**config.mk**
```make
export PLATFORM = sky130hd
export DESIGN_NAME = seq_divider_flat
export DESIGN_NICKNAME = d
export VERILOG_FILES = /design/src/rtl/seq_divider_pkg.sv /design/src/rtl/seq_divider_if.sv /design/src/rtl/seq_divider_step.sv /design/src/rtl/seq_divider.sv /design/src/flat_wrapper.sv
export SDC_FILE = /design/constraint.sdc
export NUM_CORES = 1
export LEC_CHECK = 0
export ABC_CLOCK_PERIOD_IN_PS = 5900
export CORE_ASPECT_RATIO = 0.8
export CORE_MARGIN = 2
export CORE_UTILIZATION = 40
export DETAILED_ROUTE_END_ITERATION = 7
export SLEW_MARGIN = 15
export SYNTH_ARGS = -nofsm -noshare
export SYNTH_HDL_FRONTEND = slang
export SYNTH_SLANG_ARGS = --single-unit
```
**constraint.sdc**
```tcl
create_clock -name clock -period 5.9 [get_ports clock]
set_input_delay 1.18 -clock clock [delete_from_list [all_inputs] [get_ports clock]]
set_output_delay 1.18 -clock clock [all_outputs]
set_load 0.005 [all_outputs]
```
**src/rtl/seq_divider_pkg.sv**
```systemverilog
// ---------------------------------------------------------------------------
// div_pkg
//   Shared definitions for the sequential divider of the mult/div unit.
//   - div_state_t : controller states (IDLE, CALC, FIX)
//   - cnt_width() : iteration-counter width for a given operand width
//   - cond_neg()  : two's-complement magnitude helper shared with the multiplier
// ---------------------------------------------------------------------------
package div_pkg;

  typedef enum logic [1:0] {
    IDLE = 2'd0,
    CALC = 2'd1,
    FIX  = 2'd2
  } div_state_t;

  // Counter must hold WIDTH-1; guard against a degenerate width of 1.
  function automatic int cnt_width(input int w);
    return (w > 1) ? $clog2(w) : 1;
  endfunction

  // Conditionally negate a 64-bit two's-complement value. Negating the
  // most-negative value yields the same bit pattern, which read as unsigned
  // is exactly its magnitude.
  function automatic logic [63:0] cond_neg(input logic [63:0] v, input logic neg);
    return neg ? (~v + 64'd1) : v;
  endfunction

endpackage

```
**src/rtl/seq_divider_if.sv**
```systemverilog
// ---------------------------------------------------------------------------
// seq_divider_if
//   Request/response bundle between the datapath and the divider.
//   master : start, is_signed, dividend, divisor  -> ; <- busy, done, hi, lo, div0
//   slave  : mirror image, used by seq_divider
// ---------------------------------------------------------------------------
interface seq_divider_if #(
  parameter int WIDTH = 32
);

  logic             start;
  logic             is_signed;
  logic [WIDTH-1:0] dividend;
  logic [WIDTH-1:0] divisor;
  logic             busy;
  logic             done;
  logic [WIDTH-1:0] hi;
  logic [WIDTH-1:0] lo;
  logic             div0;

  modport master (
    output start, is_signed, dividend, divisor,
    input  busy, done, hi, lo, div0
  );

  modport slave (
    input  start, is_signed, dividend, divisor,
    output busy, done, hi, lo, div0
  );

endinterface

```
**src/rtl/seq_divider_step.sv**
```systemverilog
// ---------------------------------------------------------------------------
// div_step
//   One combinational radix-2 restoring iteration.
//   rem_in  : partial remainder (always < dvs between iterations)
//   quo_in  : shift register holding remaining dividend bits / quotient bits
//   dvs     : divisor magnitude
//   rem_out : updated partial remainder
//   quo_out : quo_in shifted left with the new quotient bit in the LSB
// ---------------------------------------------------------------------------
module div_step #(
  parameter int WIDTH = 32
) (
  input  logic [WIDTH-1:0] rem_in,
  input  logic [WIDTH-1:0] quo_in,
  input  logic [WIDTH-1:0] dvs,
  output logic [WIDTH-1:0] rem_out,
  output logic [WIDTH-1:0] quo_out
);

  logic [WIDTH:0]   shifted;
  logic [WIDTH-1:0] trial;
  logic             trial_ok;

  // The shifted remainder is WIDTH+1 bits wide. When it is >= dvs the true
  // difference is < dvs, so it fits in WIDTH bits and a WIDTH-bit subtract
  // (which wraps through the top bit) gives the exact result.
  always_comb begin
    shifted  = {rem_in, quo_in[WIDTH-1]};
    trial_ok = shifted[WIDTH] | (shifted[WIDTH-1:0] >= dvs);
    trial    = shifted[WIDTH-1:0] - dvs;
    rem_out  = trial_ok ? trial : shifted[WIDTH-1:0];
    quo_out  = {quo_in[WIDTH-2:0], trial_ok};
  end

endmodule

```
**src/rtl/seq_divider.sv**
```systemverilog
// ---------------------------------------------------------------------------
// seq_divider
//   Multi-cycle signed/unsigned integer divider, one quotient bit per clock.
//   clock : rising-edge clock
//   reset : asynchronous, active-high
//   bus   : seq_divider_if.slave
//           start/is_signed/dividend/divisor sampled in IDLE only
//           busy high during the WIDTH iteration cycles
//           done one-cycle pulse when hi (remainder) / lo (quotient) / div0 update
//           div0 set on a zero divisor, cleared by the next accepted start
// ---------------------------------------------------------------------------
module seq_divider
  import div_pkg::*;
#(
  parameter int WIDTH     = 32,
  parameter bit SIGNED_EN = 1'b1
) (
  input logic          clock,
  input logic          reset,
  seq_divider_if.slave bus
);

  localparam int CNT_W = cnt_width(WIDTH);

  div_state_t       state;
  div_state_t       state_next;

  logic [WIDTH-1:0] rem_r;
  logic [WIDTH-1:0] quo_r;
  logic [WIDTH-1:0] dvs_r;
  logic [WIDTH-1:0] hi_r;
  logic [WIDTH-1:0] lo_r;
  logic [CNT_W-1:0] cnt;
  logic             sign_q;
  logic             sign_r;
  logic             done_r;
  logic             div0_r;

  logic             use_signed;
  logic             div_zero;
  logic [WIDTH-1:0] dvd_mag;
  logic [WIDTH-1:0] dvs_mag;
  logic [WIDTH-1:0] rem_step;
  logic [WIDTH-1:0] quo_step;

  // Operand magnitudes. A WIDTH-bit negate of MIN gives MIN's own pattern,
  // which as an unsigned number is its magnitude, so MIN needs no special case.
  always_comb begin
    use_signed = SIGNED_EN & bus.is_signed;
    div_zero   = (bus.divisor == '0);
    dvd_mag    = (use_signed & bus.dividend[WIDTH-1]) ? -bus.dividend : bus.dividend;
    dvs_mag    = (use_signed & bus.divisor[WIDTH-1])  ? -bus.divisor  : bus.divisor;
  end

  div_step #(.WIDTH(WIDTH)) u_step (
    .rem_in  (rem_r),
    .quo_in  (quo_r),
    .dvs     (dvs_r),
    .rem_out (rem_step),
    .quo_out (quo_step)
  );

  always_ff @(posedge clock or posedge reset) begin
    if (reset) state <= IDLE;
    else       state <= state_next;
  end

  // A zero-divisor request never leaves IDLE; it is answered directly.
  always_comb begin
    state_next = state;
    case (state)
      IDLE:    if (bus.start && !div_zero) state_next = CALC;
      CALC:    if (cnt == '0) state_next = FIX;
      FIX:     state_next = IDLE;
      default: state_next = IDLE;
    endcase
  end

  // Datapath and result registers. hi/lo change only in FIX, so a
  // divide-by-zero leaves the previous result visible.
  always_ff @(posedge clock or posedge reset) begin
    if (reset) begin
      rem_r  <= '0;
      quo_r  <= '0;
      dvs_r  <= '0;
      hi_r   <= '0;
      lo_r   <= '0;
      cnt    <= '0;
      sign_q <= 1'b0;
      sign_r <= 1'b0;
      done_r <= 1'b0;
      div0_r <= 1'b0;
    end else begin
      done_r <= 1'b0;
      case (state)
        IDLE: begin
          if (bus.start) begin
            if (div_zero) begin
              div0_r <= 1'b1;
              done_r <= 1'b1;
            end else begin
              div0_r <= 1'b0;
              rem_r  <= '0;
              quo_r  <= dvd_mag;
              dvs_r  <= dvs_mag;
              sign_q <= use_signed & (bus.dividend[WIDTH-1] ^ bus.divisor[WIDTH-1]);
              sign_r <= use_signed & bus.dividend[WIDTH-1];
              cnt    <= CNT_W'(WIDTH - 1);
            end
          end
        end
        CALC: begin
          rem_r <= rem_step;
          quo_r <= quo_step;
          cnt   <= cnt - CNT_W'(1);
        end
        FIX: begin
          lo_r   <= sign_q ? -quo_r : quo_r;
          hi_r   <= sign_r ? -rem_r : rem_r;
          done_r <= 1'b1;
        end
        default: ;
      endcase
    end
  end

  assign bus.busy = (state == CALC);
  assign bus.done = done_r;
  assign bus.hi   = hi_r;
  assign bus.lo   = lo_r;
  assign bus.div0 = div0_r;

endmodule

```
**src/flat_wrapper.sv**
```systemverilog
// flat-port wrapper written by rule: the top's interface ports become plain ports
module seq_divider_flat import div_pkg::*;
#(
  parameter int WIDTH     = 32,
  parameter bit SIGNED_EN = 1'b1
)
  (clock, reset, bus_start, bus_is_signed, bus_dividend, bus_divisor, bus_busy, bus_done, bus_hi, bus_lo, bus_div0);
  seq_divider_if #(.WIDTH(WIDTH)) bus_i ();
  input logic clock;
  input logic reset;
  input wire logic [$bits(bus_i.start)-1:0] bus_start;
  input wire logic [$bits(bus_i.is_signed)-1:0] bus_is_signed;
  input wire logic [$bits(bus_i.dividend)-1:0] bus_dividend;
  input wire logic [$bits(bus_i.divisor)-1:0] bus_divisor;
  output wire logic [$bits(bus_i.busy)-1:0] bus_busy;
  output wire logic [$bits(bus_i.done)-1:0] bus_done;
  output wire logic [$bits(bus_i.hi)-1:0] bus_hi;
  output wire logic [$bits(bus_i.lo)-1:0] bus_lo;
  output wire logic [$bits(bus_i.div0)-1:0] bus_div0;
  assign bus_i.start = bus_start;
  assign bus_i.is_signed = bus_is_signed;
  assign bus_i.dividend = bus_dividend;
  assign bus_i.divisor = bus_divisor;
  assign bus_busy = bus_i.busy;
  assign bus_done = bus_i.done;
  assign bus_hi = bus_i.hi;
  assign bus_lo = bus_i.lo;
  assign bus_div0 = bus_i.div0;
  seq_divider #(.WIDTH(WIDTH), .SIGNED_EN(SIGNED_EN)) u_core (.clock(clock), .reset(reset), .bus(bus_i));
endmodule
```
==> impl_metrics.py <==
metrics = {
    "grt": {
        "grt_max_degree": 102,
        "track_usage_pct": 20.5,
        "overflow": 0,
        "antenna_found_initial": 1,
        "grt_pass1_wl_mm": 47.5,
        "grt_pass1_vias": 8712,
    },
    "sta": {
        "tns_ns": 0,
        "min_period_over_period_pct": 71.0,
        "drv_slew": 0,
        "fin_crit_ns": 4.19,
        "setup_viol": 0,
        "slew_headroom_pct": 28.8,
        "worst_pin_slew_ns": 1.07,
        "fmax_mhz": 239,
        "whs_ns": 0.478,
        "rsz0062_at_grt": "no",
        "skew_ns": 0.0144,
        "hold_viol_final": 0,
    },
    "place": {
        "place_area_sq_mm": 0.0126,
        "port_buffers": 134,
        "gp_routability_congestion": 0.905,
        "hpwlAfterDp_mm": 21.8,
        "dp.cells": 1753,
    },
    "cts": {
        "cts_buffers": 17,
        "path_clk_slew_ns": 0.07,
        "post_cts_buffers": 0,
        "cts_max_level": 4,
        "cts_tree": "done",
        "cts_hold_buf": 0,
        "cts.root.buffer_cell": "clkbuf_16",
        "cts.sinks": 171,
        "cts_resized": 0,
        "clock_latency_ns": 0.45,
        "cts_buffer_depth": 2,
    },
    "yosys": {
        "synth_top_family_by_area": "compound AO/OA/AOI/OAI gates",
        "yosysWarnings": 0,
        "synth_compound_area_share_pct": 21.6,
        "synthSimpleGateAreaFrac_pct": 17.0,
        "syn_area_sq_mm": 0.0110,
        "ys_ff_latch": 171,
        "synth-xor-area-share_pct": 11.8,
        "yosysUniqueCellTypes": 60,
        "ys.flop_type": "dfrtp_1",
        "synth_edf_count": 0,
        "synthAdderAreaFrac_pct": 4.52,
        "synth_area_per_cell_sq_um": 8.38,
        "async_reset_ff_share_pct": 100,
        "synthesis.instances": 1308,
        "synth.area.mux_share_pct": 1.84,
        "synth_seq_area_share_pct": 39.0,
        "syn-num-nets": 1415,
    },
    "finish": {
        "area_delta_synth_final_pct": 20.8,
        "num_antenna_cells": 0,
        "design_area_sq_mm": 0.0133,
        "nets": 1515,
        "fin_cells": 1785,
        "final_cell_mix": "211 x nand2_1, 189 x o21ai_0, 171 x dfrtp_1",
        "final_common_cell": "nand2_1",
        "drive_gt1_share_pct": 4.64,
    },
    "setup_path": {
        "reg2reg_slack_ns": 2.01,
        "worstPathRequired_ns": 6.25,
        "cp-end-kind": "register",
        "critPathKind": "primary input to register",
        "path_cells": "clkdlybuf4s50_1, or4_1, nor3_1, nand2_1, nor3_1, and2_1, a211o_1, buf_4, a22oi_1, o21ai_0",
        "critical_path_arrival_ns": 4.54,
        "cp_max_fo": 47,
        "crit_path_frequent_cell": "nor3_1",
        "rr_worst_depth": 10,
        "critical_path_buf_inv_count": 2,
        "slowest_stage": "or4_1",
        "critPathMaxStageDelay_ns": 0.58,
        "worstReg2RegStart": "u_core.dvs_r[0]",
        "r2r_end": "u_core.rem_r[29]",
        "start_kind": "primary input",
        "path_delay_family": "simple AND/OR/NAND/NOR gates",
    },
    "routing": {
        "dr.pass1.iters": 5,
        "wirelength_mm": 29.2,
        "drt-vias-per-instance": 5.36,
        "antenna_left": 0,
        "drc": 0,
        "drt_iter0_markers": 735,
        "vias": 9569,
        "post_drt_wl_per_cell_microns": 16.4,
    },
    "power": {
        "p_per_area_mw_per_mm2": 576,
        "ir_drop_v": 0.000256,
        "p_leak_nw": 5.45,
    },
    "floorplanning": {
        "io_pins": 135,
        "dieArea_sq_mm": 0.0288,
        "placementRows": 54,
        "initial_core_util_pct": 40.5,
        "core_sq_mm": 0.0271,
        "die_h_microns": 152,
        "die_w_microns": 189,
    },
    "hold_path": {
        "min_from": "u_core.bus.lo[18]",
        "hold_end": "u_core.bus.lo[18]",
        "holdPathStages": 2,
        "hp-class": "register to register",
    },
    "outcome": {
        "status": "finished, final reports clean",
    },
    "flow_run": {
        "max_cap_violations": 0,
    },
}
## layout make-up
cell class / count / area [sq um]
Clock inverter: 15 / 201
Fill cell: 2628 / 13800
Multi-Input combinational cell: 1014 / 6250
Sequential cell: 171 / 4280
Inverter: 61 / 234
Clock buffer: 17 / 425
Tap cell: 364 / 455
Timing Repair Buffer: 143 / 1410
## cells by family after synthesis
| logic type | Yosys count |
|---|---|
| compound gates | 396 |
| xor+xnor | 148 |
| fa+ha+maj | 39 |
| buf+inv | 123 |
| flops | 171 |
| mux | 20 |
| simple gates | 411 |
## report_power, final
group | switching (mW) | internal (mW) | leakage, nW | total, mW
clock | 0.554 | 0.649 | 0.306 | 1.20
combinational | 2.32 | 1.84 | 2.98 | 4.16
sequential | 0.601 | 1.67 | 2.16 | 2.27
total | 3.47 | 4.16 | 5.45 | 7.63
## metrics by stage
stage	setup WS, ns	utilization [%]	power (mW)
after floorplan	0.0882	-	5.17
after global placement	1.36	46.6	6.36
after detailed placement	1.27	46.6	6.42
after CTS	1.72	48.9	7.65
after global routing	1.33	48.9	8.33
final	1.71	48.9	7.63
## state kept, by name, indices dropped and copies added (netlist names)
register and flops:
u_core.state 2, u_core.sign_q 1, u_core.bus.div0 1, u_core.sign_r 1
u_core.bus.hi 32, u_core.bus.done 1, u_core.dvs_r 32, u_core.quo_r 32
u_core.rem_r 32, u_core.bus.lo 32, u_core.cnt 5
## worst min-delay path, cell delays in order, from the launching register on
cell and delay [ns]:
dfrtp_1 0.35, nand2_1 0.04, o21ai_0 0.06
## synthesized netlist by cell type (all sizes together) (2+ instances only)
cell type  number  area share [%]
nand2         211             7.2
o21ai         193             8.8
dfrtp         171              39
xor2           93             7.4
a21oi          80             3.7
nor2           79             2.7
inv            60             2.1
clkbuf         57             2.0
xnor2          55             4.4
ha             38             4.3
o31ai          29             2.2
mux2i          19             1.7
nor3           18            0.82
or3            15            0.95
or4            15             1.1
nand2b         13            0.74
o41ai          13             1.0
o211ai         12            0.82
nor2b          11            0.63
a21o            9            0.62
a31oi           9            0.51
nand3           9            0.41
nor4            9            0.51
nand4           8            0.46
or2             8            0.46
o21a            7            0.48
a222oi          6            0.55
buf             5            0.17
o22ai           5            0.29
a211oi          4            0.27
a22oi           4            0.27
a31o            4            0.32
and2            4            0.23
a221o           3            0.27
a41oi           3            0.24
and3            3            0.17
nand3b          3            0.21
nor4b           3            0.24
o2111ai         3            0.24
o21bai          2            0.14
o221ai          2            0.16
## routing by layer
| layer | wire length [microns] | GRT usage (%) | vias up |
|---|---|---|---|
| met4 | 159 | 4.02 | 0 |
| met3 | 1710 | 2.84 | 10 |
| met1 | 15800 | 33.6 | 4509 |
| met2 | 11500 | 28.2 | 260 |
| met5 | 0 | 0 | - |
| li1 | - | - | 4790 |
## how the worst max path moves through the flow
stage                    start               end  slack, ns  cells past startpoint
6_report       bus_divisor[10]  u_core.quo_r[23]       1.71                     10
5_1_grt        bus_divisor[10]  u_core.rem_r[20]       1.33                     10
4_1_cts        bus_divisor[10]  u_core.quo_r[23]       1.72                     10
3_5_place_dp   bus_divisor[10]  u_core.quo_r[23]       1.27                     10
3_3_place_gp   bus_divisor[10]   u_core.quo_r[9]       1.36                     10
2_1_floorplan            reset   u_core.bus.div0       0.09                      1
Note: power is estimated with default switching activity, not from simulation.
